<file path="src/rtl/vote_session_ctrl_pkg.sv">
// rtl/vote_session_ctrl_pkg.sv - shared session state encoding and candidate width default
package vote_session_ctrl_pkg;
   typedef enum logic [1:0] {
      ST_IDLE   = 2'b00,
      ST_OPEN   = 2'b01,
      ST_DRAIN  = 2'b10,
      ST_CLOSED = 2'b11
   } session_state_t;

   localparam int CAND_W_DEFAULT = 2;
endpackage

</file>
<file path="src/rtl/vote_session_ctrl_if.sv">
// rtl/vote_session_ctrl_if.sv - booth request/ack bundle and tally valid/ready handshake
interface vote_session_ctrl_if
   import vote_session_ctrl_pkg::*;
#(
   parameter int NUM_BOOTHS = 4,
   parameter int CAND_W     = CAND_W_DEFAULT
);
   logic [NUM_BOOTHS-1:0]        booth_req;
   logic [NUM_BOOTHS*CAND_W-1:0] booth_cand;
   logic [NUM_BOOTHS-1:0]        booth_ack;
   logic                         tally_valid;
   logic [CAND_W-1:0]            tally_cand;
   logic                         tally_ready;

   modport master (
      output booth_req, booth_cand, tally_ready,
      input  booth_ack, tally_valid, tally_cand
   );

   modport slave (
      input  booth_req, booth_cand, tally_ready,
      output booth_ack, tally_valid, tally_cand
   );
endinterface

</file>
<file path="src/rtl/vote_session_ctrl_rr_arbiter.sv">
// rtl/vote_session_ctrl_rr_arbiter.sv - round-robin arbiter; search starts after the last granted index
module rr_arbiter #(
   parameter int N = 4
) (
   input  logic         clk,
   input  logic         rst,
   input  logic [N-1:0] req,
   input  logic         en,
   output logic [N-1:0] grant
);
   localparam int PW = (N > 1) ? $clog2(N) : 1;

   logic [PW-1:0] ptr;
   logic [PW-1:0] sel;
   logic          found;
   int            idx;

   always_comb begin
      grant = '0;
      sel   = ptr;
      found = 1'b0;
      idx   = 0;
      for (int k = 1; k <= N; k++) begin
         idx = int'(ptr) + k;
         if (idx >= N) idx = idx - N;
         if (en && !found && req[idx]) begin
            found      = 1'b1;
            grant[idx] = 1'b1;
            sel        = PW'(idx);
         end
      end
   end

   always_ff @(posedge clk or posedge rst) begin
      if (rst) ptr <= '0;
      else if (found) ptr <= sel;
   end
endmodule

</file>
<file path="src/rtl/vote_session_ctrl.sv">
// rtl/vote_session_ctrl.sv - election phase FSM, per-booth lockout and single-vote tally handoff
module vote_session_ctrl
   import vote_session_ctrl_pkg::*;
#(
   parameter int NUM_BOOTHS = 4,
   parameter int CAND_W     = CAND_W_DEFAULT,
   parameter int MAX_VOTES  = 4095,
   parameter int CNT_W      = 12
) (
   input  logic              clk,
   input  logic              rst,
   input  logic              open_cmd,
   input  logic              close_cmd,
   input  logic              clear_cmd,
   vote_session_ctrl_if.slave bus,
   output logic              tally_clear,
   output logic [1:0]        state,
   output logic [CNT_W-1:0]  votes_accepted,
   output logic              cap_reached
);
   localparam logic [CNT_W-1:0] MAX_C = CNT_W'(MAX_VOTES);

   session_state_t        state_q;
   logic [NUM_BOOTHS-1:0] lockout;
   logic [NUM_BOOTHS-1:0] grant;
   logic [CAND_W-1:0]     grant_cand;
   logic [CNT_W-1:0]      cnt_next;
   logic                  issue_ok;
   logic                  handshake;

   assign state     = state_q;
   assign handshake = bus.tally_valid && bus.tally_ready;

   // tally_valid must be low, so the pending-vote term of the cap reduces to the counter alone
   assign issue_ok = (state_q == ST_OPEN) && !cap_reached && !bus.tally_valid &&
                     (votes_accepted < MAX_C);

   rr_arbiter #(.N(NUM_BOOTHS)) u_arb (
      .clk   (clk),
      .rst   (rst),
      .req   (bus.booth_req & ~lockout),
      .en    (issue_ok),
      .grant (grant)
   );

   always_comb begin
      grant_cand = '0;
      for (int i = 0; i < NUM_BOOTHS; i++)
         if (grant[i]) grant_cand = bus.booth_cand[i*CAND_W +: CAND_W];
   end

   always_comb begin
      cnt_next = votes_accepted;
      if (state_q == ST_CLOSED && clear_cmd) cnt_next = '0;
      else if (handshake && votes_accepted != MAX_C) cnt_next = votes_accepted + 1'b1;
   end

   always_ff @(posedge clk or posedge rst) begin
      if (rst) begin
         state_q         <= ST_IDLE;
         bus.booth_ack   <= '0;
         bus.tally_valid <= 1'b0;
         bus.tally_cand  <= '0;
         tally_clear     <= 1'b0;
         votes_accepted  <= '0;
         cap_reached     <= 1'b0;
         lockout         <= '0;
      end else begin
         bus.booth_ack  <= grant;
         lockout        <= (lockout & bus.booth_req) | grant;
         tally_clear    <= 1'b0;
         votes_accepted <= cnt_next;
         cap_reached    <= (cnt_next == MAX_C);

         if (|grant) begin
            bus.tally_valid <= 1'b1;
            bus.tally_cand  <= grant_cand;
         end else if (handshake) begin
            bus.tally_valid <= 1'b0;
         end

         case (state_q)
            ST_IDLE:   if (open_cmd && !close_cmd) state_q <= ST_OPEN;
            ST_OPEN:   if (close_cmd) state_q <= ST_DRAIN;
            // leave on the edge where the last vote drops, not one cycle later
            ST_DRAIN:  if (!bus.tally_valid || bus.tally_ready) state_q <= ST_CLOSED;
            ST_CLOSED: if (clear_cmd) begin
               state_q     <= ST_IDLE;
               tally_clear <= 1'b1;
            end
            default:   state_q <= ST_IDLE;
         endcase
      end
   end
endmodule

</file>
<file path="src/flat_wrapper.sv">
// flat-port wrapper written by rule: the top's interface ports become plain ports
module vote_session_ctrl_flat import vote_session_ctrl_pkg::*;
#(
   parameter int NUM_BOOTHS = 4,
   parameter int CAND_W     = CAND_W_DEFAULT,
   parameter int MAX_VOTES  = 4095,
   parameter int CNT_W      = 12
)
  (clk, rst, open_cmd, close_cmd, clear_cmd, tally_clear, state, votes_accepted, cap_reached, bus_booth_req, bus_booth_cand, bus_tally_ready, bus_booth_ack, bus_tally_valid, bus_tally_cand);
  vote_session_ctrl_if #(.NUM_BOOTHS(NUM_BOOTHS), .CAND_W(CAND_W)) bus_i ();
  input  logic clk;
  input  logic rst;
  input  logic open_cmd;
  input  logic close_cmd;
  input  logic clear_cmd;
  output logic tally_clear;
  output logic [1:0] state;
  output logic [CNT_W-1:0] votes_accepted;
  output logic cap_reached;
  input wire logic [$bits(bus_i.booth_req)-1:0] bus_booth_req;
  input wire logic [$bits(bus_i.booth_cand)-1:0] bus_booth_cand;
  input wire logic [$bits(bus_i.tally_ready)-1:0] bus_tally_ready;
  output wire logic [$bits(bus_i.booth_ack)-1:0] bus_booth_ack;
  output wire logic [$bits(bus_i.tally_valid)-1:0] bus_tally_valid;
  output wire logic [$bits(bus_i.tally_cand)-1:0] bus_tally_cand;
  assign bus_i.booth_req = bus_booth_req;
  assign bus_i.booth_cand = bus_booth_cand;
  assign bus_i.tally_ready = bus_tally_ready;
  assign bus_booth_ack = bus_i.booth_ack;
  assign bus_tally_valid = bus_i.tally_valid;
  assign bus_tally_cand = bus_i.tally_cand;
  vote_session_ctrl #(.NUM_BOOTHS(NUM_BOOTHS), .CAND_W(CAND_W), .MAX_VOTES(MAX_VOTES), .CNT_W(CNT_W)) u_core (.clk(clk), .rst(rst), .open_cmd(open_cmd), .close_cmd(close_cmd), .clear_cmd(clear_cmd), .bus(bus_i), .tally_clear(tally_clear), .state(state), .votes_accepted(votes_accepted), .cap_reached(cap_reached));
endmodule
</file>
<file path="config.mk">
export PLATFORM = sky130hd
export DESIGN_NAME = vote_session_ctrl_flat
export DESIGN_NICKNAME = d
export VERILOG_FILES = /design/src/rtl/vote_session_ctrl_pkg.sv /design/src/rtl/vote_session_ctrl_if.sv /design/src/rtl/vote_session_ctrl_rr_arbiter.sv /design/src/rtl/vote_session_ctrl.sv /design/src/flat_wrapper.sv
export SDC_FILE = /design/constraint.sdc
export NUM_CORES = 1
export LEC_CHECK = 0
export ABC_CLOCK_PERIOD_IN_PS = 3250
export CORE_AREA = 3 3 60 84
export CTS_BUF_LIST = sky130_fd_sc_hd__clkbuf_8
export DETAILED_ROUTE_END_ITERATION = 8
export DIE_AREA = 0 0 63 87
export PLACE_DENSITY = 0.7
export SETUP_SLACK_MARGIN = 0.3
export SYNTH_ARGS = -nofsm -noshare
export SYNTH_HDL_FRONTEND = slang
export SYNTH_HIERARCHICAL = 1
export SYNTH_SLANG_ARGS = --single-unit
</file>
<file path="constraint.sdc">
create_clock -name clk -period 3.25 [get_ports clk]
set_input_delay 0.325 -clock clk [delete_from_list [all_inputs] [get_ports clk]]
set_output_delay 0.325 -clock clk [all_outputs]
set_load 0.02 [all_outputs]
</file>
After elaboration in Yosys (flattened, before gate mapping)
Index checks and enable logic that the tools add are counted. W data, S select, Z words.

Register bits: 29. Output and inout bits: 23.

Reduce and logical (&&, ||, !) cells: 31. Bitwise logic cells: 7. Multiplexer cells: 51. Add/subtract/negate cells: 9. Order comparisons: 13. Equal/unequal tests: 9.

Operator list (number): $ge A32 B1 Y1 const B (4); $lt A32 B4 Y1 const B (4); $mux W32 (4); $ge A32 B4 Y1 const B (1); $sub A32 B4 Y32 const B (1); $mux W12 (2); $mux W2 (12); $mux W1 (20); $logic_and A1 B1 Y1 (18); $mux W4 (4); $or A4 B4 Y4 (4); $add A12 B1 Y12 const B (1); $eq A12 B12 Y1 const B (1); $lt A12 B12 Y1 const B (1); $ne A12 B12 Y1 const B (1); $and A4 B4 Y4 (2); $bmux W1 S2 (4); $demux W1 S2 (4); $pmux W2 S4 (1); $sub A3 B3 Y4 const B (2); $add A2 B2 Y3 const B (2); $ge A3 B3 Y1 const B (2); $logic_not A1 Y1 (6); $sub A4 B3 Y5 const B (1); 15 further kinds (18).

Logic depth before layout (Yosys ltp)
Depth in word-level cells: 24. Mapped depth: 15. Mapped depth without buffers: 14.

Modules after synthesis
The synthesis kept the hierarchy.

By module, submodules not included: vote_session_ctrl (instances 1, area an instance 1402.6 um2, cells an instance 137); rr_arbiter (instances 1, area an instance 524.3 um2, cells an instance 52).

Least setup slack after synthesis
OpenSTA, ideal clock, no wires.

Path kind: register to register. From: reg u_core.votes_accepted[0]. To: reg u_core.bus.tally_cand[0]. Data required time: 3167 ps. Buffers on the path: 1. Setup slack: 109 ps. Data arrival time: 3059 ps. Cell stages (with the launch flop): 13. Cell sequence: dfrtp_1 ha_1 and4_4 nand3_1 nor4b_1 clkbuf_1 and2b_1 a2bb2oi_1 nor4b_4 a221o_1 nor4_1 a22oi_1 o21ai_0.

RTL lines: start, declared (line vote_session_ctrl.sv:18) `output logic [CNT_W-1:0] votes_accepted,`; start signal, assigned (line vote_session_ctrl.sv:72) `votes_accepted <= cnt_next;`; $lt A12 B12 Y1 * (line vote_session_ctrl.sv:36) `(votes_accepted < MAX_C);`; $logic_and A1 B1 Y1 * (line vote_session_ctrl.sv:35) `assign issue_ok = (state_q == ST_OPEN) && !cap_reached && !bus.tally_valid &&`; net u_core.issue_ok (line vote_session_ctrl.sv:28) `logic issue_ok;`; $logic_and A1 B1 Y1 (line vote_session_ctrl_rr_arbiter.sv:26) `if (en && !found && req[idx]) begin`; $mux W1 (line vote_session_ctrl_rr_arbiter.sv:26); $logic_not A1 Y1 (line vote_session_ctrl_rr_arbiter.sv:26); $logic_and A1 B1 Y1 (2 in a row) (line vote_session_ctrl_rr_arbiter.sv:26); $mux W1 (line vote_session_ctrl_rr_arbiter.sv:26); $logic_not A1 Y1 (line vote_session_ctrl_rr_arbiter.sv:26); $logic_and A1 B1 Y1 (2 in a row) (line vote_session_ctrl_rr_arbiter.sv:26); $mux W1 (line vote_session_ctrl_rr_arbiter.sv:26); $logic_not A1 Y1 (line vote_session_ctrl_rr_arbiter.sv:26); $logic_and A1 B1 Y1 (2 in a row) (line vote_session_ctrl_rr_arbiter.sv:26); $mux W4 * (line vote_session_ctrl_rr_arbiter.sv:26); net u_core.grant[2] (line vote_session_ctrl.sv:25) `logic [NUM_BOOTHS-1:0] grant;`; $mux W2 (2 in a row) (line vote_session_ctrl.sv:49) `if (grant[i]) grant_cand = bus.booth_cand[i*CAND_W +: CAND_W];`; end signal, assigned (line vote_session_ctrl.sv:77) `bus.tally_cand <= grant_cand;`; end, declared (line vote_session_ctrl_if.sv:22) `output booth_ack, tally_valid, tally_cand`.

The timed path passes the listed nets; every way through them passes the cells marked *. A chain may end at the register's enable or synchronous reset.

Worst setup path after layout
From: reg u_core.u_arb.ptr[1]. To: reg u_core.bus.tally_cand[1].

RTL lines: start, declared (line vote_session_ctrl_rr_arbiter.sv:13) `logic [PW-1:0] ptr;`; start signal, assigned (line vote_session_ctrl_rr_arbiter.sv:36) `else if (found) ptr <= sel;`; branches (longest 19 deep; another with $sub A32 B4 Y32); $mux W4 * (line vote_session_ctrl_rr_arbiter.sv:26); net u_core.grant[1] (line vote_session_ctrl.sv:25); $mux W2 (3 in a row) (line vote_session_ctrl.sv:49).

Mark *: on every way through the listed nets, which the timed path passes. The select of a mux whose other input is x is not followed.

==> reports/qor.yml <==
global_routing:
  grt_first_pass_wirelength_microns: 8128
  via_count_of_the_first_global_routing_pass: 1683
  grt_overflow_total: 0
  pin_count_of_the_biggest_net_entering_global_routing: 28
  grt_antenna_before_repair: 0
  track_usage_pct: 19.09
final_layout:
  n_antenna_cell: 0
  area_delta_synth_final_pct: 39.09
  area.sequential_sq_um: 728.2
  fill_cells: 370
  multi_input_area_sq_mm: 0.001199
  final_core_util_pct: 62.20
  layout.nets: 279
  layout-drive-gt1-share_pct: 20.08
timing:
  layout_min_cycle_time_ns: 2.782
  max_clock_freq_mhz: 359.5
  timing.slew.headroom_pct: 32.68
  report.final.hold_viol_count: 0
  final_cycle_utilization_of_the_critical_path_pct: 85.60
  transition_time_of_the_tightest_slew_check_pin_ns: 1.009
  final.setup_skew_ns: 0.003336
  fin_tns_setup_ns: 0
  final-max-slew-violation-count: 0
  grt_setup_unrepaired: "yes"
  finalSetupViolations: 0
power_and_ir_drop:
  leakage_uw: 0.001192
  power_uw: 2053
  intPower_uw: 1224
  netSwitchingPower_uw: 829.1
  sw_frac_of_total_pct: 40.38
  p_comb_share_pct: 58.5
  peakVddDrop_mv: 0.6474
  clock_power_share_pct: 15.7
  powerDensity_mw_per_mm2: 766.2
  seq_power_share_pct: 25.9
placed_design:
  portBuffers: 40
  finalWeightedCongestion: 0.9119
  detailed_place_hpwl_microns: 3624
floorplan:
  ios: 41
  row_count: 28
  placeable_core_area_sq_mm: 0.004309
  die_height_microns: 87
  initial_core_util_pct: 44.72
  die-width_microns: 63
  area_of_the_die_sq_mm: 0.005481
detailed_routing:
  drt-initial-drc-count: 115
  detail_route.wl_per_cell_microns: 15.45
  detailedRoute.firstPassIterationCount: 4
  detail_route.wirelength_microns: 4773
  remaining_antenna_violation_count_after_routing: 0
  vias_per_cell: 5.476
  drc: 0
  dr_total_vias: 1692
clock_tree:
  max-clock-path-buffers: 2
  clk_pin_slew_worst_paths_ns: 0.06
  cts_buf_count: 5
  postCtsHoldBufs: 0
  cts.sink_count: 29
  level_count_of_the_clock_h_tree: 2
  cts_root_buffer: "sky130_fd_sc_hd__clkbuf_8"
  cts_tree: "yes"
  clk-insertion-delay-late_ns: 0.28
status:
  status: "complete, no violations"
worst_setup_path:
  crit_required_ns: 3.41
  worstSetupPathType: "reg2reg"
  critical_path.max_fanout: 6
  worst-endpoint-arrival_ns: 2.94
  endpoint_kind: "flip-flop"
  worstSetupStartpointType: "flip-flop"
synthesis:
  mean_syn_cell_area_sq_um: 10.19
  ys.flop_type: "sky130_fd_sc_hd__dfrtp_1"
  synthesis.instances: 189
  synth_edf_count: 0
  synth.cell_area_sq_mm: 0.001927
  ys_async_sr_fraction_pct: 100.0
  synth.net_count: 220
  ys_ff_latch: 29
  ys_types: 52
  synth.yosys.seq_area_share_pct: 37.66
  synthesis.yosys.warnings: 6
run:
  max-cap-violations: 0
hold_path:
  hp-class: "in2async"
## layout make-up
cell class | instances | share of cell area [%]
sequential | 29 | 27.17
inverter | 11 | 1.541
tap | 60 | 2.801
timing repair buffer | 58 | 19.98
clock inverter | 1 | 0.1867
clock buffer | 7 | 3.595
multi-input combinational | 143 | 44.72
## power groups by stage
stage               combinational (uW)  clock (uW)  sequential, uW
floorplan                          697           0             610
CTS                               1100         331             533
detailed placement                1070           0             534
global placement                  1050           0             531
finish                            1200         322             531
global route                      1320         349             544
## cell families after synthesis
logic type      after synthesis  share of synthesized area [%]
simple gates                 73                          23.31
compound gates               42                          16.17
flops                        29                          37.66
fa+ha+maj                    13                          8.442
xor+xnor                      7                          3.182
mux                           8                          7.013
buf+inv                      17                          4.221
## registers in the layout (all words and copies together), names as in the netlist
register	flops
u_core/lockout	4
u_core/u_arb/ptr	2
u_core/votes_accepted	12
u_core/tally_clear	1
u_core/bus.booth_ack	4
u_core/cap_reached	1
u_core/state	2
u_core/bus.tally_cand	2
u_core/bus.tally_valid	1
## final timing paths
path | startpoint | end | slack [ns] | cells after the start
setup / recovery | u_core/u_arb/ptr[1] | u_core/bus.tally_cand[1] | 0.47 | 10
setup reg to reg | u_core/u_arb/ptr[1] | u_core/bus.tally_cand[1] | 0.47 | 10
max in group asynchronous | rst | u_core/votes_accepted[6] | 1.96 | 2
hold reg to reg | u_core/lockout[0] | u_core/lockout[0] | 0.48 | 1
min in group clk | u_core/lockout[0] | u_core/lockout[0] | 0.48 | 1
hold / removal | rst | u_core/u_arb/ptr[0] | 0.22 | 2
## Yosys cell counts (all sizes together) (3+ instances only)
library cell	instances	area (sq um)
a21boi	4	30.03
a21o	4	30.03
a21oi	7	35.03
a221o	4	40.04
and2	5	31.28
buf	4	32.53
dfrtp	29	725.7
ha	13	162.7
inv	11	41.29
mux2i	3	30.03
mux4	4	93.84
nand2	12	45.04
nand2b	3	18.77
nand3	7	35.03
nand3b	4	30.03
nand4	3	18.77
nor2	17	63.81
nor2b	7	43.79
nor3b	3	43.79
o21ai	8	40.04
xor2	5	43.79
## through the flow
step           setup slack [ns]  cells  hold WS [ns]  cell area (sq um)
2_1_floorplan            0.3212    189       0.06618               1942
3_5_place_dp             0.2223    289        0.4697               2422
5_1_grt                  0.2624    309        0.2433               2680
6_report                 0.4681    309        0.2214               2680
3_3_place_gp             0.3505    289        0.4629               2422
4_1_cts                  0.3094    297        0.2207               2546
## cells in the final DEF, fill, tap and decap left out, types with 5 or more instances in the layout
| master | synthesis | layout |
|---|---|---|
| sky130_fd_sc_hd__buf_4 | 0 | 18 |
| sky130_fd_sc_hd__o21ai_0 | 8 | 6 |
| sky130_fd_sc_hd__clkdlybuf4s50_1 | 0 | 40 |
| sky130_fd_sc_hd__inv_1 | 11 | 11 |
| sky130_fd_sc_hd__dfrtp_1 | 29 | 27 |
| sky130_fd_sc_hd__nor2_1 | 17 | 16 |
| sky130_fd_sc_hd__nand3_1 | 7 | 6 |
| sky130_fd_sc_hd__a21oi_1 | 7 | 6 |
| sky130_fd_sc_hd__clkbuf_8 | 0 | 7 |
| sky130_fd_sc_hd__nand2_1 | 12 | 11 |
| sky130_fd_sc_hd__ha_1 | 13 | 12 |
| sky130_fd_sc_hd__nor2b_1 | 7 | 7 |
| sky130_fd_sc_hd__xor2_1 | 5 | 5 |
## critical path, stage by stage, from the launching register on
cell and delay [ns]:
sky130_fd_sc_hd__dfrtp_1 0.34, sky130_fd_sc_hd__inv_1 0.10, sky130_fd_sc_hd__ha_1 0.47, sky130_fd_sc_hd__mux4_2 0.61
sky130_fd_sc_hd__nor3b_2 0.21, sky130_fd_sc_hd__a221o_2 0.41, sky130_fd_sc_hd__buf_4 0.16, sky130_fd_sc_hd__a21oi_2 0.10
sky130_fd_sc_hd__nor2_1 0.04, sky130_fd_sc_hd__a21oi_1 0.13, sky130_fd_sc_hd__o21ai_1 0.08
## per-layer routing
layer	vias up	routed length [microns]	part of all wire [%]	global-route usage, %
met4	0	99	2.1	6.024
met3	13	227	4.8	4.393
met1	822	1774	37	19.93
met2	55	2671	56	37.18
li1	802	-	-	-
met5	-	0	0	0
## repair_timing
item / CTS / global route
gates resized for setup: 5 / 12
cloned: 0 / 0
setup endpoints to repair: 3 / 3
buffers inserted: 0 / 12
pin swaps: 0 / 5
(Power assumes the default switching activity.)
